--- src/rtl/shift_pkg.sv ---
// Shared constants for the shift sequencer: step operations and FSM states.
package shift_pkg;

  // Step operations applied by the 4-bit shift stage
  localparam logic [1:0] OP_HOLD = 2'b00;  // d = i
  localparam logic [1:0] OP_SHL  = 2'b01;  // shift left, zero fill
  localparam logic [1:0] OP_SHR  = 2'b10;  // shift right, zero fill
  localparam logic [1:0] OP_REV  = 2'b11;  // bit reverse

  // Sequencer states; encoding 2'd3 is unused and behaves as idle
  typedef enum logic [1:0] {
    S_IDLE = 2'd0,
    S_RUN  = 2'd1,
    S_DONE = 2'd2
  } state_t;

endpackage

--- src/rtl/shift_stage4.sv ---
// Purely combinational 4-bit shift stage: one 4:1 mux per output bit selects
// between hold, left-shift, right-shift and bit-reverse sources.
module shift_stage4
  import shift_pkg::*;
(
  input  logic [3:0] i,
  input  logic [1:0] op,
  output logic [3:0] d
);

  genvar gi;
  generate
    for (gi = 0; gi < 4; gi++) begin : g_bit
      logic shl_src;
      logic shr_src;
      logic rev_src;
      logic d_bit;

      // Left shift pulls from the next-lower bit; bit 0 takes the zero fill
      if (gi == 0) begin : g_shl_fill
        assign shl_src = 1'b0;
      end else begin : g_shl_pass
        assign shl_src = i[gi-1];
      end

      // Right shift pulls from the next-higher bit; bit 3 takes the zero fill
      if (gi == 3) begin : g_shr_fill
        assign shr_src = 1'b0;
      end else begin : g_shr_pass
        assign shr_src = i[gi+1];
      end

      assign rev_src = i[3-gi];

      // 4:1 mux for this output bit
      always_comb begin
        d_bit = i[gi];
        case (op)
          OP_HOLD: d_bit = i[gi];
          OP_SHL:  d_bit = shl_src;
          OP_SHR:  d_bit = shr_src;
          OP_REV:  d_bit = rev_src;
          default: d_bit = i[gi];
        endcase
      end

      assign d[gi] = d_bit;
    end
  endgenerate

endmodule

--- src/rtl/shift_sequencer.sv ---
// Multi-step wrapper around shift_stage4: loads a word, then applies the
// latched operation once per clock for a programmed number of steps, feeding
// the result back each step. Presents busy/done handshake to the consumer.
module shift_sequencer
  import shift_pkg::*;
#(
  parameter int CNT_W = 3
) (
  input  logic             clk,
  input  logic             rst,
  input  logic             load,
  input  logic [3:0]       din,
  input  logic             start,
  input  logic [1:0]       op,
  input  logic [CNT_W-1:0] count,
  output logic [3:0]       dout,
  output logic             busy,
  output logic             done,
  output logic             zero
);

  state_t           state_reg;
  logic [3:0]       dout_reg;
  logic [1:0]       op_q_reg;
  logic [CNT_W-1:0] remaining_reg;
  logic             busy_reg;
  logic             done_reg;
  logic [3:0]       stage_next;

  // Single shared stage, always fed back from the data register and frozen op
  shift_stage4 u_stage (
    .i  (dout_reg),
    .op (op_q_reg),
    .d  (stage_next)
  );

  // Sequencer FSM with registered data, step counter and handshake outputs
  always_ff @(posedge clk) begin
    if (rst) begin
      state_reg     <= S_IDLE;
      dout_reg      <= 4'b0000;
      op_q_reg      <= OP_HOLD;
      remaining_reg <= '0;
      busy_reg      <= 1'b0;
      done_reg      <= 1'b0;
    end else begin
      case (state_reg)
        S_RUN: begin
          // One step per edge; the step that consumes the last count ends the run
          dout_reg      <= stage_next;
          remaining_reg <= remaining_reg - CNT_W'(1);
          if (remaining_reg == CNT_W'(1)) begin
            state_reg <= S_DONE;
            done_reg  <= 1'b1;
          end
        end
        S_DONE: begin
          // Done is a single-cycle pulse; busy drops together with it
          state_reg <= S_IDLE;
          busy_reg  <= 1'b0;
          done_reg  <= 1'b0;
        end
        default: begin
          // Idle (and the unused encoding): load wins over start
          state_reg <= S_IDLE;
          busy_reg  <= 1'b0;
          done_reg  <= 1'b0;
          if (load) begin
            dout_reg <= din;
          end else if (start) begin
            op_q_reg      <= op;
            remaining_reg <= count;
            busy_reg      <= 1'b1;
            if (count == '0) begin
              // Zero steps: skip straight to the done pulse, data untouched
              state_reg <= S_DONE;
              done_reg  <= 1'b1;
            end else begin
              state_reg <= S_RUN;
            end
          end
        end
      endcase
    end
  end

  assign dout = dout_reg;
  assign busy = busy_reg;
  assign done = done_reg;
  assign zero = (dout_reg == 4'b0000);

endmodule

--- config.mk ---
export PLATFORM = sky130hd
export DESIGN_NAME = shift_sequencer
export DESIGN_NICKNAME = d
export VERILOG_FILES = /design/src/rtl/shift_pkg.sv /design/src/rtl/shift_stage4.sv /design/src/rtl/shift_sequencer.sv
export SDC_FILE = /design/constraint.sdc
export NUM_CORES = 1
export LEC_CHECK = 0
export ABC_CLOCK_PERIOD_IN_PS = 2200
export CORE_MARGIN = 4
export CORE_UTILIZATION = 49
export CTS_BUF_LIST = sky130_fd_sc_hd__clkbuf_8
export CTS_CLUSTER_SIZE = 10
export DETAILED_ROUTE_END_ITERATION = 16
export PLACE_DENSITY_LB_ADDON = 0.2
export REMOVE_ABC_BUFFERS = 1
export SLEW_MARGIN = 20
export SYNTH_ARGS = -nofsm -noshare
export SYNTH_HDL_FRONTEND = slang
export SYNTH_SLANG_ARGS = --single-unit
--- constraint.sdc ---
create_clock -name clk -period 2.2 [get_ports clk]
set_clock_uncertainty 0.2 [all_clocks]
set_input_delay 0.33 -clock clk [delete_from_list [all_inputs] [get_ports clk]]
set_output_delay 0.33 -clock clk [all_outputs]
set_load 0.03 [all_outputs]
==> impl_metrics.yaml <==
power_and_ir_drop:
  power_w: 0.000672
  p_per_area_mw_per_mm2: 661
  leakagePower_nw: 0.402
  ir_worst_vdd_v: 0.000400
critical_path:
  worst_r2r_endpoint: "dout[2]"
  ff2ff_path_depth: 5
  critPathCaptureType: "register"
  critPathKind: "reg -> reg"
  path_max_fanout: 11
  worstPathArrival_ps: 1850
  reg2reg_from: "done"
  cp-start-kind: "register"
  r2r_slack_ps: 310
  cp.required_ps: 2150
sta:
  period_share: 0.860
  fmax_ghz: 0.529
  final.setup.tns_ps: 0
  setup_violations: 0
  rsz0062_at_grt: "false"
  worstMarginPinSlew_ps: 450
  fin_ws_ps: 309
  slew_headroom: 0.699
  hold_viol_final: 0
  min_period_ps: 1890
  slew_violations: 0
clock_tree:
  numCtsBuffers: 3
  insertion_delay_ps: 250
  ctsHoldBuffers: 0
  cts_max_level: 1
  cts-root-to-sink-buffers: 2
  clk_pin_slew_ps: 60
  cts-root-buf: "clkbuf_8"
  cts_tree: "yes"
  clock-sinks: 12
place:
  io_buffers: 19
  place_area_um2: 960
  place_congestion: 0.830
  detailed_place_hpwl_mm: 1.31
  preCtsSetupSlack_ps: 295
worst_hold_path:
  hold_end: "state_reg[0]"
  holdCritPathClass: "reg -> reg"
  hold_start: "state_reg[0]"
  worstHoldPathCells: 2
routing:
  vias_per_cell: 5.62
  dr.pass1.iters: 4
  antenna_left: 0
  drt-total-wl_mm: 1.73
  routedWlPerCell_um: 14.1
  drt_iter0_markers: 12
  drcViolationCount: 0
  via_count: 686
die:
  std_cell_rows: 13
  die_w_um: 47.2
  start_util: 0.546
  ioPinCount: 20
  core_area_mm2: 0.00138
  die_h_um: 47.2
  dieArea_mm2: 0.00223
grt:
  grt-ovfl-total: 0
  grt.total_usage: 0.179
  grt_pass1_wl_mm: 2.75
  antenna_found_initial: 0
  grt_max_degree: 14
  grt_pass1_vias: 604
synth:
  syn_area_per_cell_um2: 8.88
  yosysUniqueCellTypes: 36
  synth-seq-cells: 12
  yosysWarningCount: 0
  yosysSeqAreaShare: 0.318
  async_flop_share: 0
  mappedNetlistArea_um2: 754
  syn_inst: 85
  synthFlopType: "dfxtp_1"
  synth_edf_count: 0
final_layout:
  fin_area_mm2: 0.00102
  layout.nets: 125
  largest_register_ffs: 4
  fin_util: 0.736
  area_delta_synth_final_pct: 34.8
  diodes: 0
  drive_above_1_share: 0.103
job:
  drv_cap: 0
outcome:
  status: "finished clean"
[area by class of cell]
class | count | area (µm²)
multi-input combinational | 63 | 469
fill | 109 | 365
sequential | 12 | 240
timing repair buffer | 21 | 208
clock buffer | 4 | 55.1
inverter | 7 | 26.3
tap | 15 | 18.8
[worst max-delay path, cell delays in order (launching register included)]
cell	delay, ps
dfxtp_1	350
inv_1	70
ha_1	320
nor3b_4	210
or3_4	390
o32ai_1	270
[kinds of logic (layout without fill, tap and decap cells)]
group,count (synthesis),count (layout),share of synthesized area
adder cells (fa/ha/maj),4,4,0.0663
multiplexers,4,4,0.0531
buffers and inverters,10,32,0.0597
XOR/XNOR,1,1,0.0116
AND/OR/NAND/NOR,31,31,0.260
flip-flops,12,12,0.318
AO/OA/AOI/OAI,23,23,0.231
[cell usage in the layout, fill, tap and decap left out]
cell and n:
a2111oi_0 1, a211o_1 1, a211oi_1 5, a21boi_0 1, a21o_1 1, a21oi_1 2, a22oi_1 1, a2bb2oi_1 1
a31o_2 1, a31oi_1 1, buf_4 2, clkbuf_8 4, clkdlybuf4s50_1 18, dfxtp_1 12, dlymetal6s2s_1 1, ha_1 4
inv_1 7, mux2i_1 4, nand2_1 1, nand2b_1 7, nand3_1 2, nand3b_1 1, nand4bb_1 1, nor2_1 7
nor2b_1 5, nor3_1 1, nor3b_1 2, nor3b_4 1, nor4_1 1, o211a_1 1, o21ai_0 1, o21ba_2 1
o21bai_1 1, o22ai_1 2, o32ai_1 2, or2_2 1, or3_4 1, xnor2_1 1
[metal layers]
| layer | part of all wire | wire [µm] | track usage | up-vias |
|---|---|---|---|---|
| li1 | - | - | - | 355 |
| met1 | 0.48 | 827 | 0.270 | 303 |
| met2 | 0.44 | 762 | 0.238 | 23 |
| met3 | 0.060 | 103 | 0.0345 | 5 |
| met4 | 0.019 | 32 | 0.0829 | 0 |
| met5 | 0 | 0 | 0 | - |
[cells in the mapped netlist, types with 2 or more instances]
master	number	share of area
dfxtp_1	12	0.32
inv_1	7	0.035
nand2b_1	7	0.058
nor2_1	7	0.035
a211oi_1	5	0.050
nor2b_1	5	0.041
ha_1	4	0.066
mux2i_1	4	0.053
a21oi_1	2	0.013
clkbuf_1	2	0.010
nand3_1	2	0.013
nor3b_1	2	0.020
o22ai_1	2	0.017
o32ai_1	2	0.023
[power breakdown]
part	internal (W)	total, W	switching (W)
Combinational	0.0000878	0.000170	0.0000819
Clock	0.000159	0.000250	0.0000910
Sequential	0.000234	0.000253	0.0000190
[worst max path at each step]
stage / from / cells past startpoint / slack, ps / to
floorplan: done / 5 / 140 / dout[1]
CTS: dout[2] / 2 / 50 / zero
global route: done / 5 / 140 / remaining_reg[1]
global placement: load / 4 / 330 / dout[2]
finish: done / 5 / 310 / dout[2]
detailed placement: load / 4 / 300 / remaining_reg[1]
[what timing repair did]
item | CTS | global route
hold endpoints to repair | 0 | 0
setup buffers | 0 | 0
endpoints found under the setup margin | 0 | 1
gates resized for setup | 0 | 1
[through the flow]
stage	hold WS, ps	std cells
6_report	306	122
5_1_grt	326	122
4_1_cts	309	122
3_5_place_dp	301	118
3_3_place_gp	280	118
2_1_floorplan	199	82
No activity file was read; power rests on OpenSTA's default activity.
